<file path="config.mk">
export PLATFORM = sky130hd
export DESIGN_NAME = rtsnoc_to_wishbone_master
export DESIGN_NICKNAME = d
export VERILOG_FILES = /design/src/rtl/rtsnoc_to_wishbone_master.sv
export SDC_FILE = /design/constraint.sdc
export NUM_CORES = 1
export LEC_CHECK = 0
export CAP_MARGIN = 20
export CORE_MARGIN = 1
export CORE_UTILIZATION = 40
export DETAILED_ROUTE_END_ITERATION = 8
export PLACE_DENSITY = 0.78
export SYNTH_ARGS = -nofsm -noshare
export SYNTH_HDL_FRONTEND = slang
export SYNTH_SLANG_ARGS = --single-unit
</file>
<file path="constraint.sdc">
create_clock -name clk_i -period 3.2 [get_ports clk_i]
set_clock_uncertainty 0.15 [all_clocks]
set_input_delay 0.32 -clock clk_i [delete_from_list [all_inputs] [get_ports clk_i]]
set_output_delay 0.32 -clock clk_i [all_outputs]
set_load 0.05 [all_outputs]
</file>
<file path="src/rtl/rtsnoc_to_wishbone_master.sv">
// Bridges RTSNoC command flits to a single Wishbone master port.
// A WRITE command is followed by one data flit; a READ command is answered
// with one reply flit addressed back to the requester.
module rtsnoc_to_wishbone_master #(
    parameter int WB_ADDR_WIDTH     = 6,
    parameter int WB_NOC_DATA_WIDTH = 32,
    parameter int NOC_LOCAL_ADR     = 0,
    parameter int NOC_X             = 0,
    parameter int NOC_Y             = 0,
    parameter int SOC_SIZE_X        = 1,
    parameter int SOC_SIZE_Y        = 1,
    parameter int WB_TIMEOUT        = 255,
    localparam int NOC_BUS_SIZE     = WB_NOC_DATA_WIDTH + 2*SOC_SIZE_X + 2*SOC_SIZE_Y + 6
) (
    input  logic                         clk_i,
    input  logic                         rst_i,
    input  logic [NOC_BUS_SIZE-1:0]      noc_dout_i,
    input  logic                         noc_nd_i,
    output logic                         noc_rd_o,
    output logic [NOC_BUS_SIZE-1:0]      noc_din_o,
    output logic                         noc_wr_o,
    input  logic                         noc_wait_i,
    output logic                         wb_cyc_o,
    output logic                         wb_stb_o,
    output logic                         wb_we_o,
    output logic [WB_ADDR_WIDTH-1:0]     wb_adr_o,
    output logic [3:0]                   wb_sel_o,
    output logic [WB_NOC_DATA_WIDTH-1:0] wb_dat_o,
    input  logic [WB_NOC_DATA_WIDTH-1:0] wb_dat_i,
    input  logic                         wb_ack_i
);

    localparam logic [2:0] IDLE       = 3'd0;
    localparam logic [2:0] GAP        = 3'd1;
    localparam logic [2:0] WAIT_WDATA = 3'd2;
    localparam logic [2:0] WB_WR      = 3'd3;
    localparam logic [2:0] WB_RD      = 3'd4;
    localparam logic [2:0] TX         = 3'd5;
    localparam logic [2:0] TX_WAIT    = 3'd6;

    localparam logic [2:0] OP_WRITE = 3'd0;
    localparam logic [2:0] OP_READ  = 3'd1;

    // Flit field offsets, LSB first: data, local_dst, Y_dst, X_dst, local_orig, Y_orig, X_orig
    localparam int LDST_LSB = WB_NOC_DATA_WIDTH;
    localparam int YDST_LSB = LDST_LSB + 3;
    localparam int XDST_LSB = YDST_LSB + SOC_SIZE_Y;
    localparam int LORG_LSB = XDST_LSB + SOC_SIZE_X;
    localparam int YORG_LSB = LORG_LSB + 3;
    localparam int XORG_LSB = YORG_LSB + SOC_SIZE_Y;

    localparam logic [SOC_SIZE_X-1:0] OWN_X = SOC_SIZE_X'(NOC_X);
    localparam logic [SOC_SIZE_Y-1:0] OWN_Y = SOC_SIZE_Y'(NOC_Y);
    localparam logic [2:0]            OWN_L = 3'(NOC_LOCAL_ADR);
    localparam logic [7:0]            TIMEOUT_LAST = 8'(WB_TIMEOUT - 1);

    logic [2:0]            state;
    logic [2:0]            after_gap;
    logic [7:0]            timer;
    logic [SOC_SIZE_X-1:0] req_x;
    logic [SOC_SIZE_Y-1:0] req_y;
    logic [2:0]            req_l;

    // The destination header of incoming flits is not needed: this node is the destination.
    logic unused_dst;
    assign unused_dst = ^noc_dout_i[XDST_LSB+SOC_SIZE_X-1:LDST_LSB];

    assign wb_stb_o = wb_cyc_o;
    assign wb_sel_o = 4'hF;

    // Transaction sequencer: pop/decode flits, run the bus cycle, send the reply.
    always_ff @(posedge clk_i) begin
        if (rst_i) begin
            state     <= IDLE;
            after_gap <= IDLE;
            timer     <= '0;
            req_x     <= '0;
            req_y     <= '0;
            req_l     <= '0;
            wb_cyc_o  <= 1'b0;
            wb_we_o   <= 1'b0;
            wb_adr_o  <= '0;
            wb_dat_o  <= '0;
            noc_din_o <= '0;
            noc_rd_o  <= 1'b0;
            noc_wr_o  <= 1'b0;
        end else begin
            noc_rd_o <= 1'b0;
            noc_wr_o <= 1'b0;
            case (state)
                IDLE: begin
                    if (noc_nd_i) begin
                        noc_rd_o <= 1'b1;
                        state    <= GAP;
                        case (noc_dout_i[31:29])
                            OP_WRITE: begin
                                wb_adr_o  <= noc_dout_i[WB_ADDR_WIDTH-1:0];
                                after_gap <= WAIT_WDATA;
                            end
                            OP_READ: begin
                                wb_adr_o  <= noc_dout_i[WB_ADDR_WIDTH-1:0];
                                req_x     <= noc_dout_i[XORG_LSB +: SOC_SIZE_X];
                                req_y     <= noc_dout_i[YORG_LSB +: SOC_SIZE_Y];
                                req_l     <= noc_dout_i[LORG_LSB +: 3];
                                after_gap <= WB_RD;
                            end
                            default: after_gap <= IDLE;
                        endcase
                    end
                end
                WAIT_WDATA: begin
                    if (noc_nd_i) begin
                        noc_rd_o  <= 1'b1;
                        wb_dat_o  <= noc_dout_i[WB_NOC_DATA_WIDTH-1:0];
                        after_gap <= WB_WR;
                        state     <= GAP;
                    end
                end
                GAP: begin
                    state <= after_gap;
                    if (after_gap == WB_WR || after_gap == WB_RD) begin
                        wb_cyc_o <= 1'b1;
                        wb_we_o  <= (after_gap == WB_WR);
                        timer    <= '0;
                    end
                end
                WB_WR, WB_RD: begin
                    if (wb_ack_i || timer == TIMEOUT_LAST) begin
                        wb_cyc_o <= 1'b0;
                        wb_we_o  <= 1'b0;
                        if (state == WB_RD) begin
                            // Read data is captured on the ack edge; a timeout replies with zero.
                            noc_din_o <= {OWN_X, OWN_Y, OWN_L, req_x, req_y, req_l,
                                          wb_ack_i ? wb_dat_i : {WB_NOC_DATA_WIDTH{1'b0}}};
                            noc_wr_o  <= 1'b1;
                            state     <= TX;
                        end else begin
                            state <= IDLE;
                        end
                    end else begin
                        timer <= timer + 8'd1;
                    end
                end
                TX: state <= TX_WAIT;
                TX_WAIT: begin
                    if (!noc_wait_i) state <= IDLE;
                end
                default: state <= IDLE;
            endcase
        end
    end

endmodule

</file>
==> insert_results.sql <==
INSERT INTO impl_metrics (metric_group, metric, value, unit) VALUES
('floorplan', 'ios', '168', ''),
('drt', 'dr.pass1.iters', '5', ''),
('sta', 'setup_viol', '0', ''),
('drt', 'dr.first_iter.drc_count', '145', ''),
('synth', 'yosys_most_used_dff', 'sky130_fd_sc_hd__dfxtp_1', ''),
('power', 'netSwitchingPower', '557', 'uW'),
('sta', 'tightest_slew', '859', 'ps'),
('worst_setup_path', 'worstSetupPathType', 'reg -> reg', ''),
('power', 'power.static_leakage', '0.00195', 'uW'),
('placement', 'post-dp-hpwl', '6.99', 'mm'),
('synth', 'post_synth_num_cell_types', '45', ''),
('layout', 'mostFrequentLayoutCell', 'sky130_fd_sc_hd__clkdlybuf4s50_1', ''),
('sta', 'final_critical_path_setup_slack', '1130', 'ps'),
('clock_network', 'worst_setup_hold_path_clk_slew', '90', 'ps'),
('placement', 'gp_routability_congestion', '0.785', ''),
('clock_network', 'clock_insertion_delay_worst_skew', '340', 'ps'),
('sta', 'timing.max_slew.rel_slack', '42.7', '%'),
('layout', 'post_route_cells_drive_above_1_share', '4.61', '%'),
('clock_network', 'cts_setup_buffers', '0', ''),
('floorplan', 'die_x', '101', 'um'),
('clock_network', 'tritoncts.num_buffers', '9', ''),
('status', 'outcome', 'complete, no violations', ''),
('sta', 'fin_crit_sh', '64.7', '%'),
('worst_setup_path', 'timing.critical_path.required', '3300', 'ps'),
('power', 'power', '2260', 'uW'),
('flow_run', 'timing.max_cap.violations', '0', ''),
('synth', 'ys_ff_latch', '98', ''),
('layout', 'nNetsFinal', '684', ''),
('power', 'sequentialPowerShare', '54.8', '%'),
('placement', 'placement.io_buffers', '153', ''),
('floorplan', 'initial_utilization', '41.8', '%'),
('clock_network', 'clock_tree_buffer_depth', '2', ''),
('global_routing', 'grt_pass1_wl', '16.1', 'mm'),
('synth', 'synth.avg_cell_area', '8.31', 'sq um'),
('floorplan', 'die_y', '101', 'um'),
('power', 'power.clock.fraction', '34.8', '%'),
('clock_network', 'cts_hold_buffers', '0', ''),
('synth', 'synth_edf_count', '0', ''),
('clock_network', 'cts_resized', '0', ''),
('worst_setup_path', 'critical_path_peak_fanout', '10', ''),
('synth', 'async_sr_flop_fraction', '0', '%'),
('power', 'power.ir.vdd_worst', '0.000247', 'V'),
('synth', 'synth_seq_area_share', '50.3', '%'),
('drt', 'postRouteAntennaNets', '0', ''),
('min_path', 'hold_class', 'reg -> reg', ''),
('layout', 'syn_to_final_growth', '44.3', '%'),
('synth', 'biggest_area_consumer_among_synthesized_cells', 'sky130_fd_sc_hd__dfxtp_1', ''),
('drt', 'route.detailed.vias_per_inst', '5.03', ''),
('sta', 'clock.fmax', '483', 'MHz'),
('power', 'switching_share', '24.6', '%'),
('synth', 'ys_warn_count', '0', ''),
('synth', 'leading_post_synthesis_cells_by_cell_area', 'sky130_fd_sc_hd__dfxtp_1 (50%), sky130_fd_sc_hd__nand2_1 (9.8%), sky130_fd_sc_hd__a21oi_1 (9.5%), sky130_fd_sc_hd__o21ai_0 (4.4%), sky130_fd_sc_hd__mux2i_1 (3.3%)', ''),
('synth', 'syn-cell-area', '3900', 'sq um'),
('power', 'internal_power', '1710', 'uW'),
('worst_setup_path', 'endpoint_kind', 'flip-flop', ''),
('clock_network', 'clock_sink_count', '98', ''),
('drt', 'drc', '0', ''),
('drt', 'num_vias', '3705', ''),
('power', 'combinationalPowerShare', '10.4', '%'),
('power', 'power_per_cell_area', '403', 'nW/um^2'),
('placement', 'dp_worst_setup_slack', '984', 'ps'),
('layout', 'most_frequent_cells_in_the_layout', 'sky130_fd_sc_hd__clkdlybuf4s50_1 (152), sky130_fd_sc_hd__nand2_1 (102), sky130_fd_sc_hd__dfxtp_1 (98), sky130_fd_sc_hd__a21oi_1 (74), sky130_fd_sc_hd__o21ai_0 (34)', ''),
('global_routing', 'first_global_vias', '3476', ''),
('clock_network', 'cts_tree', 'done', ''),
('worst_setup_path', 'worstPathArrival', '2170', 'ps'),
('sta', 'finalWorstPathRequiredPeriod', '2070', 'ps'),
('drt', 'route.final.wire_length', '9.92', 'mm'),
('worst_setup_path', 'critical_path.startpoint_type', 'flip-flop', ''),
('sta', 'rsz_0062_raised_after_global_routing', 'no', ''),
('global_routing', 'grt_util_all_layers', '19.8', '%'),
('global_routing', 'grt_overflow', '0', '');
## through the flow
step | instances | area (sq um) | util [%] | hold WS, ps
2_1_floorplan | 476 | 3920 | - | 293
3_5_place_dp | 721 | 5440 | 58.3 | 300
6_report | 736 | 5630 | 60.3 | 309
3_3_place_gp | 721 | 5440 | 58.3 | 291
5_1_grt | 736 | 5630 | 60.3 | 328
4_1_cts | 736 | 5630 | 60.3 | 311
## area by class of cell
| type | instances | area [sq um] |
|---|---|---|
| inverters | 8 | 30.0 |
| multi-input cells | 327 | 1710 |
| flip-flops and latches | 98 | 1960 |
| clock buffers | 10 | 128 |
| well taps | 129 | 161 |
| repair buffers | 159 | 1570 |
| fillers | 835 | 3700 |
| clock inverters | 5 | 62.6 |
## final timing paths
check / start / endpoint / slack, ps / cells past startpoint
max: state[2]$_SDFFE_PP0P_ / timer[7]$_SDFFE_PP0P_ / 1130 / 4
min: wb_dat_o[26]$_SDFFE_PP0P_ / wb_dat_o[26]$_SDFFE_PP0P_ / 310 / 2
min reg2reg: wb_dat_o[26]$_SDFFE_PP0P_ / wb_dat_o[26]$_SDFFE_PP0P_ / 310 / 2
max reg2reg: state[2]$_SDFFE_PP0P_ / timer[7]$_SDFFE_PP0P_ / 1130 / 4
## kinds of logic after synthesis
family                     count (synthesis)  synth area share, %
other                                      2                0.193
buffers and inverters                     51                 6.58
adders and majority gates                  2                0.642
and+or+nand+nor                          169                 19.6
AOI/OAI and AO/OA                        134                 19.3
muxes                                     13                 3.34
DFF                                       98                 50.3
## state kept, by name, summed over array words and instances, names as in the netlist
| register | count |
|---|---|
| noc_din_o | 37 |
| wb_dat_o | 32 |
| timer | 8 |
| wb_adr_o | 6 |
| after_gap | 3 |
| req_l | 3 |
| state | 3 |
| noc_rd_o | 1 |
| noc_wr_o | 1 |
| req_x | 1 |
| req_y | 1 |
| wb_cyc_o | 1 |
| wb_we_o | 1 |
## Yosys cell counts (2+ instances only)
| cell | n |
|---|---|
| sky130_fd_sc_hd__clkbuf_1 | 21 |
| sky130_fd_sc_hd__a21oi_1 | 74 |
| sky130_fd_sc_hd__nand4_1 | 3 |
| sky130_fd_sc_hd__nor3b_1 | 4 |
| sky130_fd_sc_hd__o21ai_1 | 6 |
| sky130_fd_sc_hd__nand3b_1 | 4 |
| sky130_fd_sc_hd__nand2b_1 | 3 |
| sky130_fd_sc_hd__and2_1 | 2 |
| sky130_fd_sc_hd__and3_1 | 2 |
| sky130_fd_sc_hd__inv_1 | 8 |
| sky130_fd_sc_hd__conb_1 | 2 |
| sky130_fd_sc_hd__nand2_1 | 102 |
| sky130_fd_sc_hd__nor2_1 | 22 |
| sky130_fd_sc_hd__o21ai_0 | 34 |
| sky130_fd_sc_hd__and2b_1 | 2 |
| sky130_fd_sc_hd__buf_6 | 2 |
| sky130_fd_sc_hd__nand4b_1 | 2 |
| sky130_fd_sc_hd__dfxtp_1 | 98 |
| sky130_fd_sc_hd__nand3_1 | 16 |
| sky130_fd_sc_hd__a31oi_1 | 6 |
| sky130_fd_sc_hd__buf_2 | 10 |
| sky130_fd_sc_hd__buf_4 | 10 |
| sky130_fd_sc_hd__ha_1 | 2 |
| sky130_fd_sc_hd__mux2i_1 | 13 |
## per-layer routing
metal	vias to the layer above	share of wire, %	global-route usage, %
met5	-	0	0
met3	16	7.7	6.87
met2	117	48	32.7
met1	1725	43	24.1
li1	1847	-	-
met4	0	1.5	6.35
## power by group through the flow
stage	registers (uW)	clock network, uW	logic (uW)
after floorplan	1300	0	97.8
after global placement	1270	0	233
after detailed placement	1270	0	236
after CTS	1240	812	237
after global routing	1240	863	252
final	1240	787	235
## worst max-delay path: stages (launching register included)
cell and delay, ps:
sky130_fd_sc_hd__dfxtp_1 490, sky130_fd_sc_hd__nor3b_4 470, sky130_fd_sc_hd__o221ai_4 270, sky130_fd_sc_hd__or4_1 510, sky130_fd_sc_hd__o311ai_1 80
(Power assumes the default switching activity.)
